--- src/rtl/rom_rd_pkg.sv ---
// -----------------------------------------------------------------------------
// rom_rd_pkg
// Shared definitions for the ROM/RAM burst reader:
//   rd_state_e  : sequencer states (IDLE, RUN, FLUSH)
//   FIFO_DEPTH  : capacity of the output skid FIFO (words)
//   FIFO_CW     : width of the FIFO occupancy count
//   next_addr() : read-pointer increment; the caller truncates the result to
//                 its own address width, which makes the increment wrap
//                 modulo 2**AW.
// -----------------------------------------------------------------------------
package rom_rd_pkg;

    typedef enum logic [1:0] {
        ST_IDLE  = 2'd0,
        ST_RUN   = 2'd1,
        ST_FLUSH = 2'd2
    } rd_state_e;

    localparam int FIFO_DEPTH = 2;
    localparam int FIFO_CW    = $clog2(FIFO_DEPTH + 1);

    function automatic logic [31:0] next_addr(input logic [31:0] addr);
        return addr + 32'd1;
    endfunction

endpackage

--- src/rtl/rom_rd_skid_fifo.sv ---
// -----------------------------------------------------------------------------
// rom_rd_skid_fifo
// Two-entry register FIFO. Entry 0 is always the head, so the head word and
// its last flag come straight from registers.
// Ports:
//   clk, rst_n  : clock, asynchronous active-low reset
//   push        : write push_data/push_last (ignored when full without pop)
//   pop         : drop the head word (ignored when empty)
//   count       : current occupancy (0..FIFO_DEPTH)
//   head_data   : head word
//   head_last   : head last flag; cleared whenever the FIFO becomes empty
// -----------------------------------------------------------------------------
module rom_rd_skid_fifo
    import rom_rd_pkg::*;
#(
    parameter int DW = 20
) (
    input  logic               clk,
    input  logic               rst_n,
    input  logic               push,
    input  logic [DW-1:0]      push_data,
    input  logic               push_last,
    input  logic               pop,
    output logic [FIFO_CW-1:0] count,
    output logic [DW-1:0]      head_data,
    output logic               head_last
);

    localparam logic [FIFO_CW-1:0] CNT_EMPTY = {FIFO_CW{1'b0}};
    localparam logic [FIFO_CW-1:0] CNT_ONE   = {{(FIFO_CW-1){1'b0}}, 1'b1};
    localparam logic [FIFO_CW-1:0] CNT_FULL  = FIFO_CW'(FIFO_DEPTH);

    logic [DW-1:0]      data0_r;
    logic [DW-1:0]      data1_r;
    logic               last0_r;
    logic               last1_r;
    logic [FIFO_CW-1:0] count_r;
    logic               pop_ok_s;
    logic               push_ok_s;

    // Qualify push/pop against the current occupancy.
    always_comb begin
        pop_ok_s  = pop && (count_r != CNT_EMPTY);
        push_ok_s = push && ((count_r != CNT_FULL) || pop_ok_s);
    end

    // Storage and occupancy update; entry 1 shifts into entry 0 on a pop.
    always_ff @(posedge clk or negedge rst_n) begin
        if (!rst_n) begin
            data0_r <= {DW{1'b0}};
            data1_r <= {DW{1'b0}};
            last0_r <= 1'b0;
            last1_r <= 1'b0;
            count_r <= CNT_EMPTY;
        end else begin
            case ({push_ok_s, pop_ok_s})
                2'b10: begin
                    if (count_r == CNT_EMPTY) begin
                        data0_r <= push_data;
                        last0_r <= push_last;
                    end else begin
                        data1_r <= push_data;
                        last1_r <= push_last;
                    end
                    count_r <= count_r + CNT_ONE;
                end
                2'b01: begin
                    if (count_r == CNT_FULL) begin
                        data0_r <= data1_r;
                        last0_r <= last1_r;
                    end else begin
                        // Becoming empty: keep data, clear the last flag.
                        last0_r <= 1'b0;
                    end
                    count_r <= count_r - CNT_ONE;
                end
                2'b11: begin
                    if (count_r == CNT_ONE) begin
                        data0_r <= push_data;
                        last0_r <= push_last;
                    end else begin
                        data0_r <= data1_r;
                        last0_r <= last1_r;
                        data1_r <= push_data;
                        last1_r <= push_last;
                    end
                end
                default: begin
                    count_r <= count_r;
                end
            endcase
        end
    end

    assign count     = count_r;
    assign head_data = data0_r;
    assign head_last = last0_r;

endmodule

--- src/rtl/rom_burst_reader.sv ---
// -----------------------------------------------------------------------------
// rom_burst_reader
// Read sequencer for synchronous-read (1-cycle latency) block RAM/ROM. A start
// command walks `length` words from `base_addr` (wrapping at 2**AW) and
// delivers them as a valid/ready stream with full backpressure.
// Ports:
//   clk, rst_n            : clock, asynchronous active-low reset
//   start/base_addr/length: burst command, sampled only while busy=0
//   busy, done            : burst in progress / one-cycle completion pulse
//   mem_re, mem_addr      : RAM read strobe and (registered) read address
//   mem_rdata             : RAM data, valid the cycle after mem_re
//   out_valid/out_ready   : stream handshake
//   out_data, out_last    : stream word and end-of-burst marker
// -----------------------------------------------------------------------------
module rom_burst_reader #(
    parameter int AW = 6,
    parameter int DW = 20
) (
    input  logic          clk,
    input  logic          rst_n,
    input  logic          start,
    input  logic [AW-1:0] base_addr,
    input  logic [AW:0]   length,
    output logic          busy,
    output logic          done,
    output logic          mem_re,
    output logic [AW-1:0] mem_addr,
    input  logic [DW-1:0] mem_rdata,
    output logic          out_valid,
    input  logic          out_ready,
    output logic [DW-1:0] out_data,
    output logic          out_last
);

    import rom_rd_pkg::*;

    localparam logic [AW:0] CNT_ZERO = {(AW+1){1'b0}};
    localparam logic [AW:0] CNT_ONE  = {{AW{1'b0}}, 1'b1};
    localparam logic [AW:0] CNT_FULL = {1'b1, {AW{1'b0}}};

    rd_state_e          state_r;
    rd_state_e          state_s;
    logic [AW-1:0]      rd_ptr_r;
    logic [AW:0]        issue_cnt_r;
    logic [AW:0]        pop_cnt_r;
    logic [AW:0]        len_clamped_s;
    logic               inflight_r;
    logic               inflight_last_r;
    logic               busy_r;
    logic               done_r;
    logic               done_s;
    logic               load_s;
    logic               pop_s;
    logic               issue_s;
    logic               last_pop_s;
    logic [2:0]         credit_s;
    logic [FIFO_CW-1:0] fifo_count_s;

    // Clamp the requested length to the RAM depth.
    always_comb begin
        if (length > CNT_FULL) begin
            len_clamped_s = CNT_FULL;
        end else begin
            len_clamped_s = length;
        end
    end

    // Issue credit: a new read may go out only if, after this cycle's pop,
    // the buffered words plus the read in flight leave room for it.
    always_comb begin
        pop_s      = out_valid && out_ready;
        credit_s   = {{(3-FIFO_CW){1'b0}}, fifo_count_s} + {2'b00, inflight_r}
                     - {2'b00, pop_s};
        issue_s    = (state_r == ST_RUN) && (issue_cnt_r != CNT_ZERO)
                     && (credit_s < 3'(FIFO_DEPTH));
        last_pop_s = pop_s && (pop_cnt_r == CNT_ONE);
    end

    // Next-state and command decode.
    always_comb begin
        state_s = state_r;
        done_s  = 1'b0;
        load_s  = 1'b0;
        case (state_r)
            ST_IDLE: begin
                if (start) begin
                    if (len_clamped_s != CNT_ZERO) begin
                        state_s = ST_RUN;
                        load_s  = 1'b1;
                    end else begin
                        done_s  = 1'b1;
                    end
                end else begin
                    state_s = ST_IDLE;
                end
            end
            ST_RUN: begin
                if ((issue_s && (issue_cnt_r == CNT_ONE)) || (issue_cnt_r == CNT_ZERO)) begin
                    state_s = ST_FLUSH;
                end else begin
                    state_s = ST_RUN;
                end
            end
            ST_FLUSH: begin
                // Leave on the last handshake so done follows it directly.
                if (last_pop_s || (pop_cnt_r == CNT_ZERO)) begin
                    state_s = ST_IDLE;
                    done_s  = 1'b1;
                end else begin
                    state_s = ST_FLUSH;
                end
            end
            default: begin
                state_s = ST_IDLE;
            end
        endcase
    end

    // State, busy and done registers.
    always_ff @(posedge clk or negedge rst_n) begin
        if (!rst_n) begin
            state_r <= ST_IDLE;
            busy_r  <= 1'b0;
            done_r  <= 1'b0;
        end else begin
            state_r <= state_s;
            busy_r  <= (state_s != ST_IDLE);
            done_r  <= done_s;
        end
    end

    // Read pointer, issue/pop counters and the in-flight read tag.
    always_ff @(posedge clk or negedge rst_n) begin
        if (!rst_n) begin
            rd_ptr_r        <= {AW{1'b0}};
            issue_cnt_r     <= CNT_ZERO;
            pop_cnt_r       <= CNT_ZERO;
            inflight_r      <= 1'b0;
            inflight_last_r <= 1'b0;
        end else begin
            inflight_r      <= issue_s;
            inflight_last_r <= issue_s && (issue_cnt_r == CNT_ONE);
            if (load_s) begin
                rd_ptr_r    <= base_addr;
                issue_cnt_r <= len_clamped_s;
                pop_cnt_r   <= len_clamped_s;
            end else begin
                if (issue_s) begin
                    rd_ptr_r    <= AW'(next_addr(32'(rd_ptr_r)));
                    issue_cnt_r <= issue_cnt_r - CNT_ONE;
                end
                if (pop_s && (pop_cnt_r != CNT_ZERO)) begin
                    pop_cnt_r <= pop_cnt_r - CNT_ONE;
                end
            end
        end
    end

    // RAM data lands in the FIFO the cycle after its read; the last word of
    // the burst carries its last flag through the FIFO.
    rom_rd_skid_fifo #(
        .DW (DW)
    ) u_fifo (
        .clk       (clk),
        .rst_n     (rst_n),
        .push      (inflight_r),
        .push_data (mem_rdata),
        .push_last (inflight_last_r),
        .pop       (pop_s),
        .count     (fifo_count_s),
        .head_data (out_data),
        .head_last (out_last)
    );

    assign out_valid = (fifo_count_s != {FIFO_CW{1'b0}});
    assign mem_re    = issue_s;
    assign mem_addr  = rd_ptr_r;
    assign busy      = busy_r;
    assign done      = done_r;

endmodule
--- config.mk ---
export PLATFORM = sky130hd
export DESIGN_NAME = rom_burst_reader
export DESIGN_NICKNAME = d
export VERILOG_FILES = /design/src/rtl/rom_rd_pkg.sv /design/src/rtl/rom_rd_skid_fifo.sv /design/src/rtl/rom_burst_reader.sv
export SDC_FILE = /design/constraint.sdc
export NUM_CORES = 1
export LEC_CHECK = 0
export CELL_PAD_IN_SITES_DETAIL_PLACEMENT = 0
export CELL_PAD_IN_SITES_GLOBAL_PLACEMENT = 1
export CORE_ASPECT_RATIO = 0.75
export CORE_UTILIZATION = 35
export CTS_CLUSTER_SIZE = 10
export DETAILED_ROUTE_END_ITERATION = 8
export PLACE_DENSITY = 0.78
export SLEW_MARGIN = 20
export SYNTH_ARGS = -nofsm -noshare
export SYNTH_HDL_FRONTEND = slang
export SYNTH_SLANG_ARGS = --single-unit
--- constraint.sdc ---
create_clock -name clk -period 3.73 [get_ports clk]
set_input_delay 0.373 -clock clk [delete_from_list [all_inputs] [get_ports clk]]
set_output_delay 0.373 -clock clk [all_outputs]
set_load 0.03 [all_outputs]
==> summary.txt <==
Detailed routing
  • Starting DRT DRC Count: 146
  • Vias: between 2000 and 3000
  • DRC: 0
  • Vias per Instance: between 4 and 5
  • Drt pass-1 iters: 4
  • WL/cell: 14.2 µm
  • Total Wirelength: 7510 µm
  • Antenna viol nets, final: 0

Power and ir drop
  • Max IR drop VDD: 0.401 mV
  • P_leak: about 2.0 nW
  • Power Density: approximately 950 mW/mm²

Die
  • Core Region: 0.00927 mm²
  • Initial Util: 0.371
  • I/O pin total: 68
  • Site row count: 30
  • Die area: around 0.01 mm²
  • Die W: between 100 and 150 µm
  • Die span in y: 87.8 µm

Finish
  • Sequential cell area: ~0.0018 mm²
  • Most frequent cells in the layout: 70 x dfrtp_1, 65 x clkdlybuf4s50_1, 39 x a21oi_1
  • Antenna diodes: 0
  • Commonest non-fill, non-tap cell in the layout: dfrtp_1
  • Post-route design area: 0.00463 mm²
  • Total Nets Final: ~440
  • Syn-to-layout area delta: 34.7%
  • Area of the multi-input gates: approximately 0.0016 mm²
  • Layout fillers: 840
  • Share of layout cells above drive strength 1: 0.140
  • Final Util: 0.499
  • Post-Layout Cell Count: 528

GRT
  • Vias in the first global route: between 2000 and 2500
  • Gr usage total: 0.159
  • First-pass GRT wire length: roughly 12000 µm
  • Largest net degree at the start of global routing: ~40
  • Initial antenna violation count: 0
  • GRT overflow: 0

CTS
  • TritonCTS clock tree: done
  • Post-CTS Setup Repair Bufs: 0
  • Deepest clock path buffer count: 2
  • CTS clk-pin slew, worst paths: approximately 0.05 ns
  • CTS H-tree depth: 3
  • CTS sink count: 70
  • Skew-Pair Late Insertion Delay: around 0.32 ns
  • TritonCTS buffer count: 9
  • Root buffer cell: clkbuf_16

Setup path
  • FF-to-FF path depth: 13
  • CP max stage cell: dfrtp_1
  • Slowest stage delay, CP: around 0.46 ns
  • Startpoint class of the critical path: flop
  • CP cell instances: inv_1 -> ha_2 -> nand2b_2 -> clkinv_1 -> ha_1 -> nand2b_1 -> fa_1 -> xnor2_1 -> nand3_2 -> nor2_2 -> buf_4
  • Cell family with most CP delay: adder cells
  • WP data arrival: 3.04 ns
  • Reg-to-Reg End: mem_addr[1]
  • R2r setup slk: between 0.5 and 0.6 ns
  • Critical setup path kind: flop to primary output
  • Worst EP required: roughly 3.4 ns
  • Critical Path Sink Type: primary output
  • WP buf/inv: 3
  • R2R Path Start: u_fifo.count[1]
  • Critical path peak fanout: 8

Synthesis
  • Top_reg_cell synth: dfrtp_1
  • Syn Nets: between 300 and 400
  • Cell variety after synth: 44
  • Async SR Flop Fraction: 1.00
  • EDFF count, synth: 0
  • Warnings, synthesis: 0
  • Synth Cell Area: about 0.0034 mm²
  • Mean area per synthesized cell: 10.7 µm²
  • Sequential fraction of the synthesis area: 0.510
  • #FFs+latches synth: 70
  • Post-Syn Instances: between 300 and 400

Status
  • Status: finished, final reports clean

Timing
  • RSZ-0062 raised after global routing: no
  • Fmax: 293 MHz
  • Tcrit/Tclk final: 0.915
  • Hold Worst Slack: about 0.5 ns
  • Rel. slew slack: 0.367
  • Fin. Hold Viols: 0
  • Tightest Pin Transition: 0.948 ns
  • Final setup violation count: 0
  • Final setup TNS: 0 ns
  • Post-layout min period: 3.41 ns
  • Skew final: 0.00409 ns
  • Max Slew Vio Count: 0

Hold path
  • Worst hold-check path type: flop to flop
  • WHS Path Cells: 1
  • Hold Crit Start: u_fifo.data1_r[19]
  • Worst Hold End: u_fifo.data1_r[19]

Placement
  • GP Congestion: about 0.78
  • IO buf count: 67
  • Placed cells: 512
  • Dpl hpwl: 5370 µm
  • DP Area: around 0.0043 mm²

Job
  • Number of max-cap violations: 0
[how the worst max path moves through the flow]
| stage | from | end | slack [ns] | cells after the start |
|---|---|---|---|---|
| 2_1_floorplan | u_fifo.count[1] | issue_cnt_r[2] | 0.34 | 12 |
| 3_3_place_gp | u_fifo.count[1] | mem_addr[1] | 0.48 | 13 |
| 3_5_place_dp | u_fifo.count[1] | mem_addr[1] | 0.36 | 13 |
| 4_1_cts | u_fifo.count[1] | mem_re | 0.06 | 11 |
| 5_1_grt | u_fifo.count[1] | mem_re | 0.06 | 11 |
| 6_report | u_fifo.count[1] | mem_re | 0.32 | 11 |
[layer usage]
metal	routed length (µm)	GRT usage	share of wire	up-vias
met5	0	0	0	-
met4	93	0.0664	0.012	0
met3	310	0.0457	0.041	6
met2	3360	0.233	0.45	45
met1	3750	0.220	0.50	1264
li1	-	-	-	1296
[per-stage QoR]
| stage | total power, mW | setup slack, ns |
|---|---|---|
| finish | 4.38 | 0.318 |
| detailed placement | 3.42 | 0.363 |
| global route | 4.69 | 0.0598 |
| global placement | 3.36 | 0.479 |
| floorplan | 2.73 | 0.336 |
| CTS | 4.41 | 0.0617 |
[layout make-up]
type                    instances  area share
inverters                      10     0.00811
flip-flops and latches         70       0.378
clock buffers                  11      0.0524
well taps                     128      0.0346
repair buffers                 75       0.157
clock inverters                 4      0.0205
multi-input cells             230       0.349
[state kept, by name, summed over array words and instances (netlist names)]
register and flops:
pop_cnt_r 7, u_fifo.head_last 1, inflight_last_r 1, mem_addr 6
done 1, busy 1, u_fifo.data1_r 20, issue_cnt_r 7
inflight_r 1, u_fifo.head_data 20, state_r 2, u_fifo.last1_r 1
u_fifo.count 2
[synth_stat cells, types with 2 or more instances]
cell	n	area, µm²
nand3_1	9	45.0
xor2_1	2	17.5
nand2b_1	4	25.0
a311oi_1	2	17.5
o21ai_0	11	55.1
nor2b_1	3	18.8
a31oi_1	2	12.5
nor3b_1	2	15.0
nand2_1	19	71.3
a211oi_1	3	22.5
dfrtp_1	70	1750
nor4_1	4	25.0
mux2i_1	23	230
a21oi_1	40	200
inv_1	9	33.8
nor2_1	34	128
xnor2_1	10	87.6
o31ai_1	2	15.0
clkbuf_1	7	26.3
nor3_1	7	35.0
ha_1	9	113
nand4_1	2	12.5
mux2_2	22	248
nor2_2	2	12.5
buf_2	5	25.0
[logic make-up (layout without fill, tap and decap cells)]
| group | Yosys count | in the layout | share of synthesized area |
|---|---|---|---|
| fa+ha+maj | 10 | 10 | 0.0386 |
| compound gates | 69 | 69 | 0.125 |
| buf+inv | 22 | 100 | 0.0258 |
| flops | 70 | 70 | 0.510 |
| simple gates | 94 | 94 | 0.131 |
| mux | 45 | 45 | 0.139 |
| xor+xnor | 12 | 12 | 0.0306 |
[power by group]
| group | total, mW | switching [mW] | internal, mW |
|---|---|---|---|
| clock network | 0.970 | 0.304 | 0.666 |
| logic | 2.01 | 1.10 | 0.906 |
| registers | 1.40 | 0.267 | 1.13 |
| total | 4.38 | 1.67 | 2.70 |
[repair_timing]
action                                  in CTS  in global routing
hold buffers                                 1                  0
endpoints found under the hold margin       17                  0
endpoints found under the setup margin       0                  2
resized for setup                            0                  3
Power figures use the tool's default switching activity.
